[config.mk]
export PLATFORM = sky130hd
export DESIGN_NAME = regfile_write_arbiter
export DESIGN_NICKNAME = d
export VERILOG_FILES = /design/src/rtl/regfile_write_arbiter.sv
export SDC_FILE = /design/constraint.sdc
export NUM_CORES = 1
export LEC_CHECK = 0
export CORE_MARGIN = 4
export CORE_UTILIZATION = 45
export CTS_CLUSTER_SIZE = 14
export DETAILED_ROUTE_END_ITERATION = 8
export PLACE_DENSITY = 0.82
export SYNTH_ARGS = -nofsm -noshare
export SYNTH_HDL_FRONTEND = slang
export SYNTH_SLANG_ARGS = --single-unit
[constraint.sdc]
create_clock -name clk -period 3.3 [get_ports clk]
set_clock_uncertainty 0.15 [all_clocks]
set_input_delay 0.66 -clock clk [delete_from_list [all_inputs] [get_ports clk]]
set_output_delay 0.66 -clock clk [all_outputs]
set_load 0.05 [all_outputs]
[src/rtl/regfile_write_arbiter.sv]
// Purpose: shares the register file write port among ALU (0), load unit (1) and SP update (2).
// Latency: ack is combinational in the request cycle; the write command is registered one posedge later.
// Backpressure: requesters hold req/addr/data until ack; hold or reset blocks every grant, and busy flags a stalled request.
// Build option REGARB_FIXED_PRIO_EN selects fixed priority 0 > 1 > 2 instead of round-robin.
module regfile_write_arbiter #(
  parameter int         NREQ     = 3,
  parameter logic [3:0] ZERO_REG = 4'hF
) (
  input  logic                 clk,
  input  logic                 reset,
  input  logic [NREQ-1:0]      req,
  input  logic [4*NREQ-1:0]    req_addr,
  input  logic [16*NREQ-1:0]   req_data,
  input  logic                 hold,
  output logic [NREQ-1:0]      ack,
  output logic                 reg_write,
  output logic [3:0]           write_reg,
  output logic [15:0]          write_data,
  output logic                 busy
);

  logic [1:0]      rr_ptr;
  logic [NREQ-1:0] gnt;
  logic [3:0]      sel_addr;
  logic [15:0]     sel_data;
  int              idx;

`ifdef REGARB_FIXED_PRIO_EN
  // Fixed priority: the search always starts at requester 0.
  assign rr_ptr = 2'd0;
`else
  logic [1:0] nxt_ptr;
`endif

  // Search from rr_ptr upward (mod NREQ); the first pending request wins.
  always_comb begin
    gnt      = '0;
    sel_addr = '0;
    sel_data = '0;
    idx      = 0;
`ifndef REGARB_FIXED_PRIO_EN
    nxt_ptr  = rr_ptr;
`endif
    if (reset && !hold) begin
      for (int k = 0; k < NREQ; k++) begin
        idx = int'(rr_ptr) + k;
        if (idx >= NREQ) idx = idx - NREQ;
        if (gnt == '0 && req[idx]) begin
          gnt[idx] = 1'b1;
          sel_addr = req_addr[4*idx +: 4];
          sel_data = req_data[16*idx +: 16];
`ifndef REGARB_FIXED_PRIO_EN
          nxt_ptr  = (idx == NREQ-1) ? 2'd0 : 2'(idx + 1);
`endif
        end
      end
    end
  end

  assign ack  = gnt;
  assign busy = (|req) & ~(|ack);

`ifndef REGARB_FIXED_PRIO_EN
  // Move priority to the requester just after the one granted; hold otherwise.
  always_ff @(posedge clk or negedge reset) begin
    if (!reset) begin
      rr_ptr <= 2'd0;
    end else if (|gnt) begin
      rr_ptr <= nxt_ptr;
    end
  end
`endif

  // Register the granted write; writes to the zero register load but do not enable.
  always_ff @(posedge clk or negedge reset) begin
    if (!reset) begin
      reg_write  <= 1'b0;
      write_reg  <= 4'd0;
      write_data <= 16'd0;
    end else if (|gnt) begin
      reg_write  <= (sel_addr != ZERO_REG);
      write_reg  <= sel_addr;
      write_data <= sel_data;
    end else begin
      reg_write  <= 1'b0;
    end
  end

endmodule
; Word-level counts from Yosys, hierarchy flattened
; Index checks and enable logic that the tools add are counted.
[totals]
reg_bits = 23
word_cells = 90
output_inout_bits = 25
in_bits = 66
[op_classes]
addsub = 8
n_shift = 6
n_bitwise = 4
n_eq_ne = 4
magnitude_cmp = 9
n_reduce_logical = 13
muxes = 42
[op_table]
columns = cell, n
row1 = 2-to-1 mux 32 bit, 6
row2 = variable part select 48 x 32 -> 16 bit, 3
row3 = "== test 32 x 3 -> 1 bit, second input constant", 3
row4 = ">= comparator 32 x 1 -> 1 bit, second input constant", 3
row5 = "< comparator 32 x 4 -> 1 bit, second input constant", 3
row6 = variable part select 12 x 32 -> 4 bit, 3
row7 = 2-to-1 mux 16 bit, 4
row8 = 2-to-1 mux 3 bit, 6
row9 = 2-to-1 mux 4 bit, 4
row10 = 2-to-1 mux 2 bit, 6
row11 = 2-to-1 mux 1 bit, 10
row12 = "subtractor 3 x 2 -> 4 bit, second input constant", 2
row13 = "adder 2 bit, second input constant", 3
row14 = binary-select mux 1 bit (select 2 bit), 3
row15 = demux 1 bit (select 2 bit), 3
row16 = ">= comparator 3 x 2 -> 1 bit, second input constant", 2
row17 = logical AND 1 bit, 6
row18 = zero test 3 bit, 2
row19 = OR 3 bit, 2
row20 = OR reduction 3 bit, 2
row21 = "!= test 4 bit, second input constant", 1
row22 = "adder 2 x 1 -> 3 bit, second input constant", 1
row23 = "adder 2 x 2 -> 3 bit, second input constant", 1
row24 = AND reduction 3 bit, 1
row25 = 6 further kinds, 6

; Depth between registers and ports, before layout
[depth]
word_depth = 20
ltp_mapped = 12
mapped_depth_nobuf = 9

; Worst setup path before layout
; Ideal clock, no wire load.
[synth_path]
path_type = flip-flop to output port
from = reg rr_ptr[1]
to = out ack[1]
path_buffers = 2
setup_slack_ns = -0.438
path_stages_with_launch = 11
arrival_time_ns = 2.928
required_time_ns = 2.490
path_cell_list = dfrtp_1 > inv_1 > ha_1 > buf_4 > mux2_4 > a22oi_2 > o22ai_1 > nor3b_4 > buf_2 > nand2_1 > a21oi_1
[synth_via]
elab_chain_len = 17
elab_cells_between_ends = 50
cone_classes = add/sub: 5 / order compare: 9 / mux: 27 / bitwise: 2 / reduce/logical: 7
[synth_rtl]
columns = item, line
row1 = from (decl), 22  ; logic [1:0] rr_ptr;
row2 = from (signal assigned), 69  ; rr_ptr <= nxt_ptr;
row3 = branches (longest 15 deep; another with >= comparator 32 x 1 -> 1 bit), --
row4 = 2-to-1 mux 3 bit *, 48  ; if (gnt == '0 && req[idx]) begin
row5 = 2-to-1 mux 3 bit *, 44  ; if (reset && !hold) begin
row6 = to (decl), 15  ; output logic [NREQ-1:0] ack,
; Mark *: on every way between the ends. The select of a mux whose other input is x is not followed.

; Worst setup path after layout
; Same ends and word-level chain as after synthesis.

==> impl_metrics.ini <==
[drt]
wl_per_cell_um = 19.27
drt-initial-drc-count = 191
route.detailed.drc = 0
firstDrtPassIters = 5
finalWirelength_mm = 10.43
viasPerCell = 6.248
ant_nets = 0
vias = 3380

[synthesis]
ys_types = 42
synth_enable_flop_cells = 0
synth_top_area_share_pct = 20.36
synthTopCellsByCount = mux2_2 (56), a22o_1 (39), nand2_1 (32), mux2i_1 (26), nor2_1 (25)
avgSynthCellArea_um2 = 8.674
synth_most_common_cell = mux2_2
yosys_warnings = 0
syn_nets = 429
syn-cell-area_um2 = 3097
synth-seq-cells = 23
post-synth-top-area-cell = mux2_2
yosysSeqAreaShare_pct = 18.59
post_synth_inst_count = 357
async_flop_share_pct = 100.0
ys.flop_type = dfrtp_1
synthTopCellsByArea = mux2_2 (20%), dfrtp_1 (19%), a22o_1 (11%)

[worst_setup_path]
worstSetupStartpointType = flip-flop
cp.arrival_ns = 2.44
crit_path_end = ack[1]
worstPathRequired_ns = 2.49
r2r_start = rr_ptr[1]
setup.worst_path.class = flip-flop to output pin
r2r_slack_ns = 0.09
cp-startpoint = rr_ptr[1]
worstPathCellList = inv_2 -> ha_4 -> mux2_4 -> a22oi_2 -> a211oi_2 -> buf_4 -> nor3b_4 -> nand2_2 -> a21oi_4 -> buf_12
cp_slowest_cell = dfrtp_1
slowest_delay_ns = 0.40
cp-end-kind = output pin
reg2reg_to = reg_write
reg2regPathDepth = 12
crit_fanout = 8

[floorplan]
die_area_um2 = 8273
rows = 29
ios = 91
core_area_um2 = 6531
die_h_um = 90.96
fp.dieW_um = 90.96
start_util_pct = 47.41

[global_route]
grt_max_degree = 27
grt.overflow.total = 0
antenna_found_initial = 0
grt_pass1_wl_mm = 16.55
grt_usage_pct = 24.06
grt_pass1_vias = 3364

[clocking]
htree_levels = 1
path_clk_slew_ns = 0.09
clockBufferDepth = 2
cts_made_buffers = 3
cts_root_buffer = clkbuf_8
cts_sinks = 23
clk_latency_ns = 0.27
cts_tree = yes

[final_layout]
area_growth_pct = 47.11
final_util_pct = 69.75
drive_gt1_share_pct = 30.39
num-fill-cells = 544
diodes = 0
largest_reg_flops = 16
register_area_um2 = 576.8
layout.nets = 537
multi_input_area_um2 = 2451
final_cells = 541

[power_and_ir_drop]
seqPwrFrac_pct = 8.3
power_frac_comb_pct = 88.6
swShare_pct = 49.88
clkPwrFrac_pct = 3.2
vdd_ir_drop_max_mv = 0.6154
internal_power_w = 0.002861
switchingPower_w = 0.002847
p_leak_nw = 1.904
power.density_nw_per_um2 = 1253

[timing]
setup_ws_ns = 0.05476
hold_viol_final = 0
setup_violations = 0
timing.fmax_mhz = 308.1
period_needed_ns = 3.245
rsz0062_at_grt = yes
maxSlewHeadroom_pct = 49.57
fin_crit_sh_pct = 98.34
finalSetupTns_ns = 0
maxSlewViolCount = 0
tightest_slew_ns = 0.7565

[run_status]
status = complete, no violations

[min_path]
min_from = write_reg[1]
whs_path_depth = 1
hold_path.class = flip-flop to flip-flop

[placement]
dp_hpwl_mm = 7.705
placedCellCount = 527
preCtsSetupSlack_ns = -0.1399
place_congestion = 0.9183
io_buffer_count = 90

[run]
cap_violations = 0
-- cells by family (layout without fill, tap and decap cells) --
group	Yosys count	after routing	share of synthesized area [%]
mux	87	87	30.71
simple gates	74	74	10.95
buf+inv	41	148	6.222
flops	23	23	18.59
compound gates	126	126	31.11
fa+ha+maj	6	6	2.424
-- power by group through the flow --
stage	clock network (W)	registers, W	logic (W)
finish	0.000181	0.000472	0.00505
global route	0.000196	0.000487	0.00538
CTS	0.000182	0.000469	0.00471
detailed placement	0	0.000466	0.00458
global placement	0	0.000463	0.00453
floorplan	0	0.000805	0.00280
-- repair_timing --
| item | CTS | global route |
|---|---|---|
| setup endpoints to repair | 4 | 4 |
| pin swaps | 3 | 15 |
| hold buffers | 0 | 0 |
| gates resized for setup | 14 | 18 |
| setup buffers | 2 | 8 |
-- metrics by stage --
stage	power (W)	hold WS [ns]	cell area, um2
2_1_floorplan	0.003605	0.2144	3109
3_3_place_gp	0.004996	0.3161	4293
3_5_place_dp	0.005048	0.3347	4293
4_1_cts	0.005358	0.3539	4403
5_1_grt	0.006069	0.3620	4556
6_report	0.005708	0.3401	4556
-- worst min-delay path by stage --
stage | endpoint | slack (ns)
floorplan | reg_write | 0.21
global placement | write_reg[1] | 0.32
detailed placement | write_reg[1] | 0.33
CTS | write_reg[1] | 0.35
global route | write_reg[1] | 0.36
finish | write_reg[1] | 0.34
-- layout by cell type (no fill, tap or decap), drive strengths merged, types with 2 or more instances in the layout --
| cell type | instances |
|---|---|
| a211oi | 3 |
| a21o | 2 |
| a21oi | 8 |
| a221oi | 2 |
| a22o | 39 |
| a22oi | 22 |
| a31o | 17 |
| and3b | 2 |
| buf | 52 |
| clkbuf | 4 |
| clkdlybuf4s50 | 83 |
| dfrtp | 23 |
| dlygate4sd2 | 3 |
| ha | 6 |
| inv | 5 |
| mux2 | 61 |
| mux2i | 26 |
| nand2 | 33 |
| nand2b | 5 |
| nand3b | 2 |
| nor2 | 25 |
| nor2b | 4 |
| o211ai | 2 |
| o21ai | 21 |
| o22ai | 2 |
-- layout make-up --
cell class,count,area share [%]
clock buffers,3,0.9063
inverters,5,0.4669
flip-flops and latches,23,12.66
repair buffers,139,29.94
clock inverters,1,0.1099
well taps,77,2.115
multi-input cells,293,53.80
-- critical path, delay by kind of cell (launching register included) --
family / cells / cell delay, ns
and+or+nand+nor: 2 / 0.28
buffers and inverters: 3 / 0.43
adders and majority gates: 1 / 0.23
DFF: 1 / 0.40
muxes: 1 / 0.32
AOI/OAI and AO/OA: 3 / 0.49
-- layer usage --
metal,share of wire (%),up-vias,global-route usage (%)
li1,-,1576,-
met1,42,1639,29.96
met2,50,141,42.37
met3,5.0,24,3.223
met4,3.2,0,8.668
met5,0,-,0
No activity file was read; power rests on OpenSTA's default activity.
